### src/rtl/buffer_arbiter.sv
`default_nettype none
// ============================================================================
// Module   : buffer_arbiter
// Purpose  : Shares the 64-byte packet buffer between the AHB slave and the
//            USB RX/TX engines. Optional AHB starvation guard: BUFFER_ARB_STARVE_EN.
// Revision : 1.0
// ============================================================================
module buffer_arbiter #(
  parameter int DEPTH    = 64,
  parameter int MAX_WAIT = 200,
  parameter int WAIT_W   = 8
) (
  input  logic       clk,
  input  logic       rst,
  input  logic       clear,
  input  logic       ahb_req,
  input  logic       ahb_write,
  input  logic [1:0] ahb_size,
  input  logic       rx_req,
  input  logic       tx_req,
  input  logic       usb_active,
  input  logic [6:0] buffer_occupancy,
  output logic       buffer_reserved,
  output logic       store_tx_data,
  output logic       get_rx_data,
  output logic [1:0] data_size,
  output logic       store_rx_packet_data,
  output logic       get_tx_packet_data,
  output logic       ahb_grant,
  output logic       rx_overflow,
  output logic       tx_underrun,
  output logic       ahb_timeout
);

  typedef enum logic [1:0] {
    S_IDLE   = 2'd0,
    S_USB    = 2'd1,
    S_AHB    = 2'd2,
    S_SWITCH = 2'd3
  } state_t;

  state_t     r_state, w_state_nxt;
  logic       r_rx_pend, r_tx_pend, r_gap;
  logic       w_rx_pend_nxt, w_tx_pend_nxt, w_gap_nxt, w_reserved_nxt;
  logic       w_store_tx_nxt, w_get_rx_nxt, w_store_rx_nxt, w_get_tx_nxt;
  logic       w_grant_nxt, w_ovf_nxt, w_und_nxt;
  logic [1:0] w_size_nxt;
  logic [6:0] w_bytes;
  logic [7:0] w_sum;
  logic       w_ahb_ok, w_rx_any, w_tx_any, w_usb_evt, w_ahb_first;

  if ((MAX_WAIT >> WAIT_W) != 0) begin : g_wait_w_check
    $error("buffer_arbiter: MAX_WAIT does not fit in WAIT_W");
  end

  assign w_bytes   = {5'd0, ahb_size} + 7'd1;
  assign w_sum     = {1'b0, buffer_occupancy} + {1'b0, w_bytes};
  assign w_ahb_ok  = ahb_write ? (w_sum <= 8'(DEPTH)) : (buffer_occupancy >= w_bytes);
  assign w_rx_any  = rx_req | r_rx_pend;
  assign w_tx_any  = tx_req | r_tx_pend;
  assign w_usb_evt = usb_active | w_rx_any | w_tx_any;

  always_comb begin
    w_state_nxt    = r_state;
    w_rx_pend_nxt  = w_rx_any;
    w_tx_pend_nxt  = w_tx_any;
    w_gap_nxt      = 1'b0;
    w_reserved_nxt = buffer_reserved;
    w_store_tx_nxt = 1'b0;
    w_get_rx_nxt   = 1'b0;
    w_size_nxt     = data_size;
    w_store_rx_nxt = 1'b0;
    w_get_tx_nxt   = 1'b0;
    w_grant_nxt    = 1'b0;
    w_ovf_nxt      = rx_overflow;
    w_und_nxt      = tx_underrun;
    case (r_state)
      S_IDLE: begin
        if (w_usb_evt && !w_ahb_first) begin
          w_state_nxt    = S_USB;
          w_reserved_nxt = 1'b0;
        end else if (ahb_req) begin
          w_state_nxt    = S_AHB;
          w_reserved_nxt = 1'b1;
        end
      end
      S_USB: begin
        if (w_ahb_first) begin
          w_state_nxt = S_SWITCH;
        end else begin
          // RX wins a tie; the TX request stays in its pending register
          if (w_rx_any) begin
            if (buffer_occupancy < 7'(DEPTH)) w_store_rx_nxt = 1'b1;
            else                              w_ovf_nxt      = 1'b1;
            w_rx_pend_nxt = r_rx_pend & rx_req;
          end else if (w_tx_any) begin
            if (buffer_occupancy != 7'd0) w_get_tx_nxt = 1'b1;
            else                          w_und_nxt    = 1'b1;
            w_tx_pend_nxt = r_tx_pend & tx_req;
          end
          if (!usb_active && !w_rx_any && !w_tx_any)
            w_state_nxt = ahb_req ? S_SWITCH : S_IDLE;
        end
      end
      S_AHB: begin
        if (w_usb_evt && !w_ahb_first) begin
          w_state_nxt = S_SWITCH;
        end else if (ahb_req) begin
          // r_gap forces one idle cycle after each grant so occupancy settles
          if (!r_gap && w_ahb_ok) begin
            w_grant_nxt    = 1'b1;
            w_store_tx_nxt = ahb_write;
            w_get_rx_nxt   = ~ahb_write;
            w_size_nxt     = ahb_size;
            w_gap_nxt      = 1'b1;
          end
        end else begin
          w_state_nxt = S_IDLE;
        end
      end
      S_SWITCH: begin
        if (w_usb_evt && !w_ahb_first) begin
          w_state_nxt    = S_USB;
          w_reserved_nxt = 1'b0;
        end else if (ahb_req) begin
          w_state_nxt    = S_AHB;
          w_reserved_nxt = 1'b1;
        end else begin
          w_state_nxt = S_IDLE;
        end
      end
      default: w_state_nxt = S_IDLE;
    endcase
    if (clear) begin
      w_state_nxt    = S_IDLE;
      w_rx_pend_nxt  = 1'b0;
      w_tx_pend_nxt  = 1'b0;
      w_gap_nxt      = 1'b0;
      w_reserved_nxt = 1'b0;
      w_store_tx_nxt = 1'b0;
      w_get_rx_nxt   = 1'b0;
      w_store_rx_nxt = 1'b0;
      w_get_tx_nxt   = 1'b0;
      w_grant_nxt    = 1'b0;
      w_ovf_nxt      = 1'b0;
      w_und_nxt      = 1'b0;
    end
  end

  always_ff @(posedge clk or posedge rst) begin
    if (rst) r_state <= S_IDLE;
    else     r_state <= w_state_nxt;
  end

  always_ff @(posedge clk or posedge rst) begin
    if (rst) begin
      r_rx_pend            <= 1'b0;
      r_tx_pend            <= 1'b0;
      r_gap                <= 1'b0;
      buffer_reserved      <= 1'b0;
      store_tx_data        <= 1'b0;
      get_rx_data          <= 1'b0;
      data_size            <= 2'd0;
      store_rx_packet_data <= 1'b0;
      get_tx_packet_data   <= 1'b0;
      ahb_grant            <= 1'b0;
      rx_overflow          <= 1'b0;
      tx_underrun          <= 1'b0;
    end else begin
      r_rx_pend            <= w_rx_pend_nxt;
      r_tx_pend            <= w_tx_pend_nxt;
      r_gap                <= w_gap_nxt;
      buffer_reserved      <= w_reserved_nxt;
      store_tx_data        <= w_store_tx_nxt;
      get_rx_data          <= w_get_rx_nxt;
      data_size            <= w_size_nxt;
      store_rx_packet_data <= w_store_rx_nxt;
      get_tx_packet_data   <= w_get_tx_nxt;
      ahb_grant            <= w_grant_nxt;
      rx_overflow          <= w_ovf_nxt;
      tx_underrun          <= w_und_nxt;
    end
  end

`ifdef BUFFER_ARB_STARVE_EN
  localparam logic [WAIT_W-1:0] c_wait_max  = WAIT_W'(MAX_WAIT);
  localparam logic [WAIT_W-1:0] c_wait_last = WAIT_W'(MAX_WAIT - 1);

  logic [WAIT_W-1:0] r_wait_cnt;
  logic              r_starve_prio;

  // Priority lasts until the starved request is finally granted
  assign w_ahb_first = r_starve_prio & ahb_req & ~usb_active;

  always_ff @(posedge clk or posedge rst) begin
    if (rst) begin
      r_wait_cnt    <= '0;
      r_starve_prio <= 1'b0;
      ahb_timeout   <= 1'b0;
    end else if (clear) begin
      r_wait_cnt    <= '0;
      r_starve_prio <= 1'b0;
      ahb_timeout   <= 1'b0;
    end else if (w_grant_nxt) begin
      r_wait_cnt    <= '0;
      r_starve_prio <= 1'b0;
    end else if (ahb_req && !ahb_grant && (r_wait_cnt != c_wait_max)) begin
      r_wait_cnt <= r_wait_cnt + 1'b1;
      if (r_wait_cnt == c_wait_last) begin
        ahb_timeout   <= 1'b1;
        r_starve_prio <= 1'b1;
      end
    end
  end
`else
  assign w_ahb_first = 1'b0;
  assign ahb_timeout = 1'b0;
`endif

endmodule
`default_nettype wire

### config.mk
export PLATFORM = sky130hd
export DESIGN_NAME = buffer_arbiter
export DESIGN_NICKNAME = d
export VERILOG_FILES = /design/src/rtl/buffer_arbiter.sv
export SDC_FILE = /design/constraint.sdc
export NUM_CORES = 1
export LEC_CHECK = 0
export ABC_AREA = 1
export BUFFER_PORTS_ARGS = -buffer_cell sky130_fd_sc_hd__buf_2
export CAP_MARGIN = 30
export CELL_PAD_IN_SITES_DETAIL_PLACEMENT = 0
export CELL_PAD_IN_SITES_GLOBAL_PLACEMENT = 1
export CORE_ASPECT_RATIO = 1.5
export CORE_MARGIN = 2
export CORE_UTILIZATION = 32
export DETAILED_ROUTE_END_ITERATION = 10
export PLACE_DENSITY = 0.7
export SETUP_SLACK_MARGIN = 0.3
export SYNTH_ARGS = -nofsm -noshare
export SYNTH_HDL_FRONTEND = slang
export SYNTH_SLANG_ARGS = --single-unit
### constraint.sdc
create_clock -name clk -period 2.82 [get_ports clk]
set_input_delay 0.705 -clock clk [delete_from_list [all_inputs] [get_ports clk]]
set_output_delay 0.705 -clock clk [all_outputs]
set_load 0.02 [all_outputs]
==> results of run 1 <==
cells by family after synthesis:
| family | share of synthesized area |
|---|---|
| AOI/OAI and AO/OA | 0.100 |
| other | 0.00341 |
| DFF | 0.319 |
| buffers and inverters | 0.0922 |
| adders and majority gates | 0.143 |
| and+or+nand+nor | 0.334 |
| xor gates and xnor gates | 0.00797 |
routing by layer:
metal	GRT usage	vias up
met4	0.0702	0
met1	0.145	462
met3	0.0196	2
met2	0.271	17
met5	0	-
li1	-	507
critical path: cells and delay by family:
family / cells / cell delay (ns)
AO/OA/AOI/OAI: 1 / 0.19
adder cells (fa/ha/maj): 2 / 0.67
buffers and inverters: 2 / 0.18
AND/OR/NAND/NOR: 9 / 0.66
cells in the mapped netlist, drive strengths merged:
cell type  instances
nand2             32
inv               25
nor2              18
dfrtp             14
ha                11
nand3             10
o21ai              7
nor3               5
a21oi              4
nand4              3
nand3b             2
o211ai             2
a21boi             1
a32o               1
buf                1
conb               1
fa                 1
o21bai             1
o221a              1
xnor2              1
registers in the layout, summed over array words and instances (netlist names):
name and cells:
r_gap 1, r_tx_pend 1, buffer_reserved 1, rx_overflow 1
tx_underrun 1, get_tx_packet_data 1, r_rx_pend 1, store_rx_packet_data 1
r_state 2, store_tx_data 1, data_size 2, get_rx_data 1
power groups by stage:
stage	Combinational (W)	Clock [W]	Sequential, W
floorplan	0.000154	0	0.000256
global placement	0.000230	0	0.000245
detailed placement	0.000231	0	0.000247
CTS	0.000233	0.000199	0.000243
global route	0.000267	0.000209	0.000246
finish	0.000231	0.000192	0.000243
per-stage QoR:
step,cells,hold WS (ns)
global placement,208,0.456
global route,212,0.513
detailed placement,208,0.474
finish,212,0.483
floorplan,141,0.524
CTS,212,0.489
cells in the final DEF, fill, tap and decap left out:
cell and n:
o221a_2 1, o21bai_1 1, xnor2_1 1, nand2_1 29, nor3_4 1, o21ai_0 3
ha_1 11, fa_2 1, conb_1 1, a21boi_0 1, o21ai_2 1, nor2_2 7
clkbuf_8 4, inv_1 25, nand2_2 3, nand3_1 7, o21ai_1 3, nand3b_4 1
nor3_1 4, nand3b_1 1, nand3_2 3, nor2_4 1, a21oi_1 4, a32o_1 1
nor2_1 10, buf_2 26, o211ai_1 2, dfrtp_1 14, nand4_1 3
how the worst max path moves through the flow:
stage	startpoint	to	slack, ns	cells after the start
after floorplan	ahb_size[0]	data_size[0]	0.44	13
after global placement	ahb_size[0]	data_size[0]	0.21	14
after detailed placement	ahb_size[0]	data_size[1]	0.17	14
after CTS	ahb_size[0]	data_size[1]	0.43	14
after global routing	ahb_size[0]	data_size[1]	0.35	14
final	ahb_size[0]	data_size[1]	0.53	14
final cells by class:
type / count / area, µm² / area share
repair buffers: 26 / 130 / 0.0977
flip-flops and latches: 14 / 350 / 0.263
multi-input cells: 101 / 651 / 0.488
inverters: 25 / 93.8 / 0.0704
clock buffers: 4 / 55.1 / 0.0413
well taps: 42 / 52.6 / 0.0394
==> impl_metrics.yaml, run 1 <==
routing:
  dr_wl_met2_um: 1360
  vias: 988
  first_iter_violations: 22
  firstDrtPassIters: 4
  vias_per_cell: 4.66
  postRouteAntennaNets: 0
  drt-met1-wl_um: 930
  wl_per_cell_um: 11.4
  wl_um: 2420
  dr_wl_met3_um: 97
  routed.top_layer: "met4"
  drc: 0
timing:
  drv_slew: 0
  fin_ws_ns: 0.530
  hold_viol: 0
  grt_setup_unrepaired: "no"
  fin_crit_sh: 0.812
  tightest_slew_ns: 0.524
  clock_skew_ns: 0.00286
  final-setup-viol-count: 0
  slew_headroom: 0.650
  clock.fmax_mhz: 437
  tns_ns: 0
  min_period_ns: 2.29
setup_path:
  worstPathRequired_ns: 2.96
  worstSetupPathType: "input port to register"
  critPathCaptureType: "register"
  worstPathArrival_ns: 2.43
  r2r_end: "data_size[1]"
  critPathMaxFanout: 4
  cp_common_cell: "nand2_1"
  reg2reg_setup_slack_ns: 1.33
  crit_chain: "buf_2 -> ha_1 -> inv_1 -> fa_2 -> o21ai_2 -> nand2_1 -> nand2_1 -> nand2_2 -> nor2_2 -> nand3_2 -> nand3_2 -> nand2_1 -> nand2_1 -> nand2_1"
  crit_path_max_incr_delay_ns: 0.38
  r2r_start: "r_tx_pend"
  startpoint_type: "input port"
  critPathSlowestCell: "fa_2"
  r2r_cells: 8
clock_tree:
  cts_resized: 0
  cts_sinks: 14
  cts_tree: "done"
  cts_htree_levels: 1
  clock_path_buffers: 2
  cts_buffers: 3
  postCtsSetupRepairBufs: 0
  root_buffer: "clkbuf_8"
  cts_hold_buf: 0
  clk_latency_ns: 0.24
  clk_pin_slew_worst_paths_ns: 0.06
placed_design:
  placed_cell_area_um2: 1270
  dp_slack_ns: 0.167
  dp_hpwl_um: 2110
  routabilityCongestion: 0.744
  port_buffers: 26
run:
  maxCapViolations: 0
logic_synthesis:
  synthesis.area_um2: 1100
  yosysWarnings: 0
  ys_top_cells_by_area: "dfrtp_1, ha_1, nand2_1"
  syn_avg_cell_area_um2: 7.80
  synth_cell_type_count: 28
  yosysTopAreaCell: "dfrtp_1"
  ys_seq_area_frac: 0.319
  syn_nets: 170
  ys_ff_latch: 14
  syn_inst: 141
  synth_top_area_frac: 0.319
die:
  dieArea_um2: 3930
  start_util: 0.328
  die_x_um: 51.9
  ios: 28
  core_area_um2: 3350
  num_rows: 26
  dieHeight_um: 75.8
power:
  p_leak_nw: 0.746
  p_per_area_nw_per_um2: 499
  ir_worst_vdd_mv: 0.174
  total_power_w: 0.000666
  power_switching_w: 0.000231
  p_seq_frac: 0.365
  pwr-share-clk: 0.288
  swShare: 0.347
  p_comb_frac: 0.347
  p_int_w: 0.000434
final_layout:
  diodes: 0
  fillers: 347
  area_growth_pct: 21.2
  nets: 200
  fin_util: 0.398
  design_area_um2: 1330
  drive_gt1_frac: 0.288
global_routing:
  first_global_vias: 998
  grt_pass1_wl_um: 4140
  grt_max_degree: 15
  grt.total_usage: 0.141
  overflow: 0
  antenna_found_initial: 0
min_path:
  min-delay-start: "tx_underrun"
  worst_hold_path_type: "register to register"
  hold_depth: 2
  hold_end: "tx_underrun"
status:
  status: "finished clean"
Note: power is estimated with default switching activity, not from simulation.
==> run 2: changes to the inputs <==
- clock period: 2.82 -> 2.2 ns (I/O delays scaled with it)
==> run 2 against run 1 <==
Sequential power rose by 28%; critical path type unchanged; design area rose by 8.1%; largest cell class unchanged; critical endpoint unchanged; critical path depth did not move.
==> impl_metrics.yaml, run 2 (synthesis results as in run 1) <==
clock_tree:
  cts_hold_buf: 0
  root_buffer: "clkbuf_8"
  clock_path_buffers: 2
  cts_sinks: 14
  clk_pin_slew_worst_paths_ns: 0.05
  clk_latency_ns: 0.24
  cts_tree: "done"
  cts_buffers: 3
  cts_htree_levels: 1
placed_design:
  routabilityCongestion: 0.777
  dp_hpwl_um: 2110
  port_buffers: 26
  post-place-cells: 212
timing:
  slew_headroom: 0.648
  min_period_ns: 2.03
  clock_skew_ns: 0.000814
  tns_ns: 0
  clock.fmax_mhz: 494
  tightest_slew_ns: 0.527
  hold_viol: 0
  final-setup-viol-count: 0
  grt_setup_unrepaired: "yes"
  fin_crit_sh: 0.921
  drv_slew: 0
final_layout:
  drive_gt1_frac: 0.360
  diodes: 0
  reg.largest.list: "data_size (2), r_state (2)"
  final_cell_mix: "nand2_1, buf_2, inv_1"
  area_growth_pct: 30.9
  layout_commonest_cell: "nand2_1"
  stdcell_count: 217
  nets: 206
die:
  dieHeight_um: 75.8
  dieArea_um2: 3930
  die_x_um: 51.9
  num_rows: 26
  core_area_um2: 3350
  start_util: 0.328
  ios: 28
min_path:
  worst_hold_path_type: "input port to asynchronous set/reset pin"
setup_path:
  critPathMaxFanout: 4
  path_buf_inv: 2
  startpoint_type: "input port"
  worstPathRequired_ns: 2.33
  critPathCaptureType: "register"
  worstSetupPathType: "input port to register"
  critPathSlowestCell: "fa_2"
  cp_common_cell: "nand2_1"
  crit_chain: "buf_8 -> ha_4 -> inv_2 -> fa_2 -> o21ai_4 -> nand2_1 -> nand2_1 -> nand2_2 -> nor2_2 -> nand3_2 -> nand3_4 -> nand2_2 -> nand2_1 -> nand2_1"
  worst_path_dominant_cell_family: "simple AND/OR/NAND/NOR gates"
  worstPathArrival_ns: 2.16
  crit_path_max_incr_delay_ns: 0.36
global_routing:
  first_global_vias: 997
  antenna_found_initial: 0
  grt.total_usage: 0.137
  grt_pass1_wl_um: 4090
  overflow: 0
  grt_max_degree: 15
routing:
  vias: 994
  firstDrtPassIters: 4
  wl_per_cell_um: 11.1
  first_iter_violations: 21
  drc: 0
  postRouteAntennaNets: 0
  wl_um: 2420
  vias_per_cell: 4.58
status:
  status: "finished clean"
power:
  p_per_area_nw_per_um2: 584
  p_leak_nw: 0.775
  ir_worst_vdd_mv: 0.221
run:
  maxCapViolations: 0
-- run 2: report_power, final --
group	leakage [nW]	internal (W)	switching, W
logic	0.563	0.000131	0.000197
registers	0.191	0.000289	0.0000212
clock network	0.0216	0.000121	0.0000827
total	0.775	0.000540	0.000301
-- run 2: repair_timing --
action	CTS	global route
pin swaps	2	2
gates resized for setup	8	5
setup buffers	2	0
endpoints found under the setup margin	5	5
-- run 2: routing by layer --
layer,track usage,part of all wire
met1,0.153,0.39
met3,0.0216,0.040
met2,0.260,0.55
met5,0,0
met4,0.0439,0.015
-- run 2: final timing paths --
path / start / to / slack [ns] / cells past startpoint
worst max register to register: r_tx_pend / data_size[1] / 0.71 / 8
min in group clk: data_size[0] / data_size[0] / 0.48 / 2
worst min-delay path: rst / r_tx_pend / 0.34 / 2
worst max-delay path: ahb_size[0] / data_size[1] / 0.17 / 14
max in group asynchronous: rst / r_state[1] / 1.51 / 2
worst min register to register: data_size[0] / data_size[0] / 0.48 / 2
-- run 2: through the flow --
stage | hold slack (ns) | power (W) | instance area [µm²] | setup slack, ns | util
floorplan | 0.439 | 0.000529 | 1120 | 0.133 | -
global placement | 0.456 | 0.000620 | 1320 | -0.116 | 0.395
detailed placement | 0.478 | 0.000629 | 1320 | -0.144 | 0.395
CTS | 0.361 | 0.000847 | 1420 | 0.153 | 0.423
global route | 0.378 | 0.000908 | 1440 | 0.0667 | 0.430
finish | 0.336 | 0.000841 | 1440 | 0.174 | 0.430
-- run 2: area by class of cell --
class | count | area (µm²)
Timing Repair Buffer | 32 | 195
Inverter | 25 | 93.8
Tap cell | 42 | 52.6
Fill cell | 343 | 1910
Multi-Input combinational cell | 101 | 707
Sequential cell | 14 | 350
Clock buffer | 3 | 41.3
==> run 3: changes to the inputs <==
- ABC_AREA: 1 -> default
- PLACE_DENSITY: 0.7 -> 0.68
==> run 3 against run 2 <==
The run now ends with setup timing left; critical path depth is 3 lower; critical path type unchanged; total power up 17%; clock power about the same; setup slack worse by 0.44 ns; register-to-register slack got worse by 0.31 ns; non-clock buffer count up 5; synthesized area shrank 9.8%; sequential cell count did not move; first-iteration DRC count decreased by 52%; combinational power increased by 35%.
==> impl_metrics.yaml, run 3 <==
status:
  status: "finished, violations left"
  violations: "setup timing"
placed_design:
  post-place-cells: 175
  port_buffers: 26
  dp_hpwl_um: 1880
  dp_slack_ns: -0.553
  routabilityCongestion: 0.741
timing:
  slew_headroom: 0.651
  grt_setup_unrepaired: "yes"
  min_period_ns: 2.47
  fin_crit_sh: 1.12
  drv_slew: 0
  hold_viol: 0
  clock.fmax_mhz: 405
  tightest_slew_ns: 0.523
  fin_ws_ns: -0.271
  clock_skew_ns: 0.00183
  final-setup-viol-count: 4
routing:
  vias: 867
  wl_um: 2410
  vias_per_cell: 4.79
  postRouteAntennaNets: 0
  first_iter_violations: 10
  drc: 0
  firstDrtPassIters: 4
  wl_per_cell_um: 13.3
logic_synthesis:
  yosysTopAreaCell: "dfrtp_1"
  ys_ff_latch: 14
  synth_edf_count: 0
  synthesis.area_um2: 992
  yosysWarnings: 0
  syn_inst: 104
  ys_top_cells_by_area: "dfrtp_1, ha_1, inv_1"
  async_flop_share: 1.00
  synth_most_common_cell: "dfrtp_1"
  syn_avg_cell_area_um2: 9.54
  netlist_top_cells_count: "dfrtp_1, inv_1, ha_1, nor2_1, a21oi_1"
  ys_seq_area_frac: 0.353
  syn_nets: 133
  synth_cell_type_count: 37
  synth_ff_type: "dfrtp_1"
  synth_top_area_frac: 0.353
die:
  dieHeight_um: 72.2
  core_area_um2: 2940
  num_rows: 24
  die_x_um: 49.5
  ios: 28
  start_util: 0.337
  dieArea_um2: 3570
setup_path:
  worstPathArrival_ns: 2.59
  r2r_start: "r_rx_pend"
  critPathCaptureType: "register"
  critPathMaxFanout: 3
  critPathLaunch: "ahb_size[0]"
  startpoint_type: "input port"
  worstPathRequired_ns: 2.32
  worstSetupPathType: "input port to register"
clock_tree:
  cts_tree: "done"
  cts_buffers: 3
  root_buffer: "clkbuf_8"
  clk_pin_slew_worst_paths_ns: 0.05
  clk_latency_ns: 0.24
  cts_hold_buf: 0
  cts_sinks: 14
  clock_path_buffers: 2
  cts_htree_levels: 1
global_routing:
  grt_max_degree: 15
  grt_pass1_wl_um: 3900
  first_global_vias: 881
  overflow: 0
  grt.total_usage: 0.147
  antenna_found_initial: 0
final_layout:
  layout_commonest_cell: "buf_2"
  drive_gt1_frac: 0.430
  area_growth_pct: 39.0
  reg.largest.list: "data_size (2), r_state (2)"
  stdcell_count: 181
  final_cell_mix: "buf_2, dfrtp_1, nor2_1"
  nets: 173
  diodes: 0
min_path:
  worst_hold_path_type: "input port to asynchronous set/reset pin"
run:
  maxCapViolations: 0
power:
  p_leak_nw: 0.672
  p_per_area_nw_per_um2: 712
  ir_worst_vdd_mv: 0.359
[run 3: cell types whose count changed after synthesis, moves of 4 or more]
cell     before  now
inv_1        25   13
nand2_1      29    2
nand3_1       7    3
nor2_2        7    0
[run 3: kinds of logic after synthesis]
kind of cell    after synthesis  share of synthesized area
mux                           4                     0.0467
xor+xnor                      2                     0.0177
other cells                   1                    0.00378
compound gates               21                      0.154
simple gates                 35                      0.206
fa+ha+maj                    12                      0.159
flops                        14                      0.353
buf+inv                      15                     0.0605
[run 3: power by group]
group | internal (W) | switching, W
clock | 0.000121 | 0.0000815
sequential | 0.000303 | 0.0000346
combinational | 0.000197 | 0.000246
total | 0.000621 | 0.000362
[run 3: worst max-delay path, stage by stage]
cell and delay (ns):
buf_8 0.10, ha_4 0.26, inv_2 0.04, fa_2 0.39, o21bai_4 0.17, mux2i_2 0.26
nor3b_2 0.08, o31ai_2 0.23, buf_4 0.16, a21oi_4 0.06, mux2_4 0.29
[run 3: stage by stage]
step / hold WS, ns / cell area (µm²) / setup TNS, ns / power (W) / util
finish: 0.336 / 1380 / -0.861 / 0.000982 / 0.469
global placement: 0.475 / 1240 / -1.51 / 0.000749 / 0.422
global route: 0.393 / 1380 / -1.19 / 0.00106 / 0.469
detailed placement: 0.490 / 1240 / -1.84 / 0.000759 / 0.422
CTS: 0.348 / 1350 / -0.637 / 0.000984 / 0.458
floorplan: 0.439 / 1010 / -0.566 / 0.000633 / -
[run 3: per-layer routing]
metal	global-route usage	up-vias	wire [µm]
met5	0	-	0
met3	0.0206	2	73
li1	-	435	-
met4	0.0833	0	34
met1	0.138	414	867
met2	0.294	16	1430
[run 3: repair_timing]
item                                    CTS  global route
hold endpoints to repair                  0             0
pin swaps                                 3             1
gates cloned                              0             0
buffers inserted                          3             0
endpoints found under the setup margin    4             4
gates resized for setup                   9             5
[run 3: layout make-up]
type,instances,area [µm²]
tap,39,48.8
timing repair buffer,37,233
clock buffer,3,41.3
fill,323,1560
multi-input combinational,75,657
sequential,14,350
inverter,13,48.8
[run 3: path summary, 6_finish.rpt]
path,slack [ns],endpoint,depth (start not counted)
max,-0.27,data_size[0],11
min,0.34,get_rx_data,2
max reg2reg,0.40,data_size[0],6
min reg2reg,0.50,tx_underrun,1
max in group asynchronous,1.52,r_state[1],2
min in group clk,0.50,tx_underrun,1
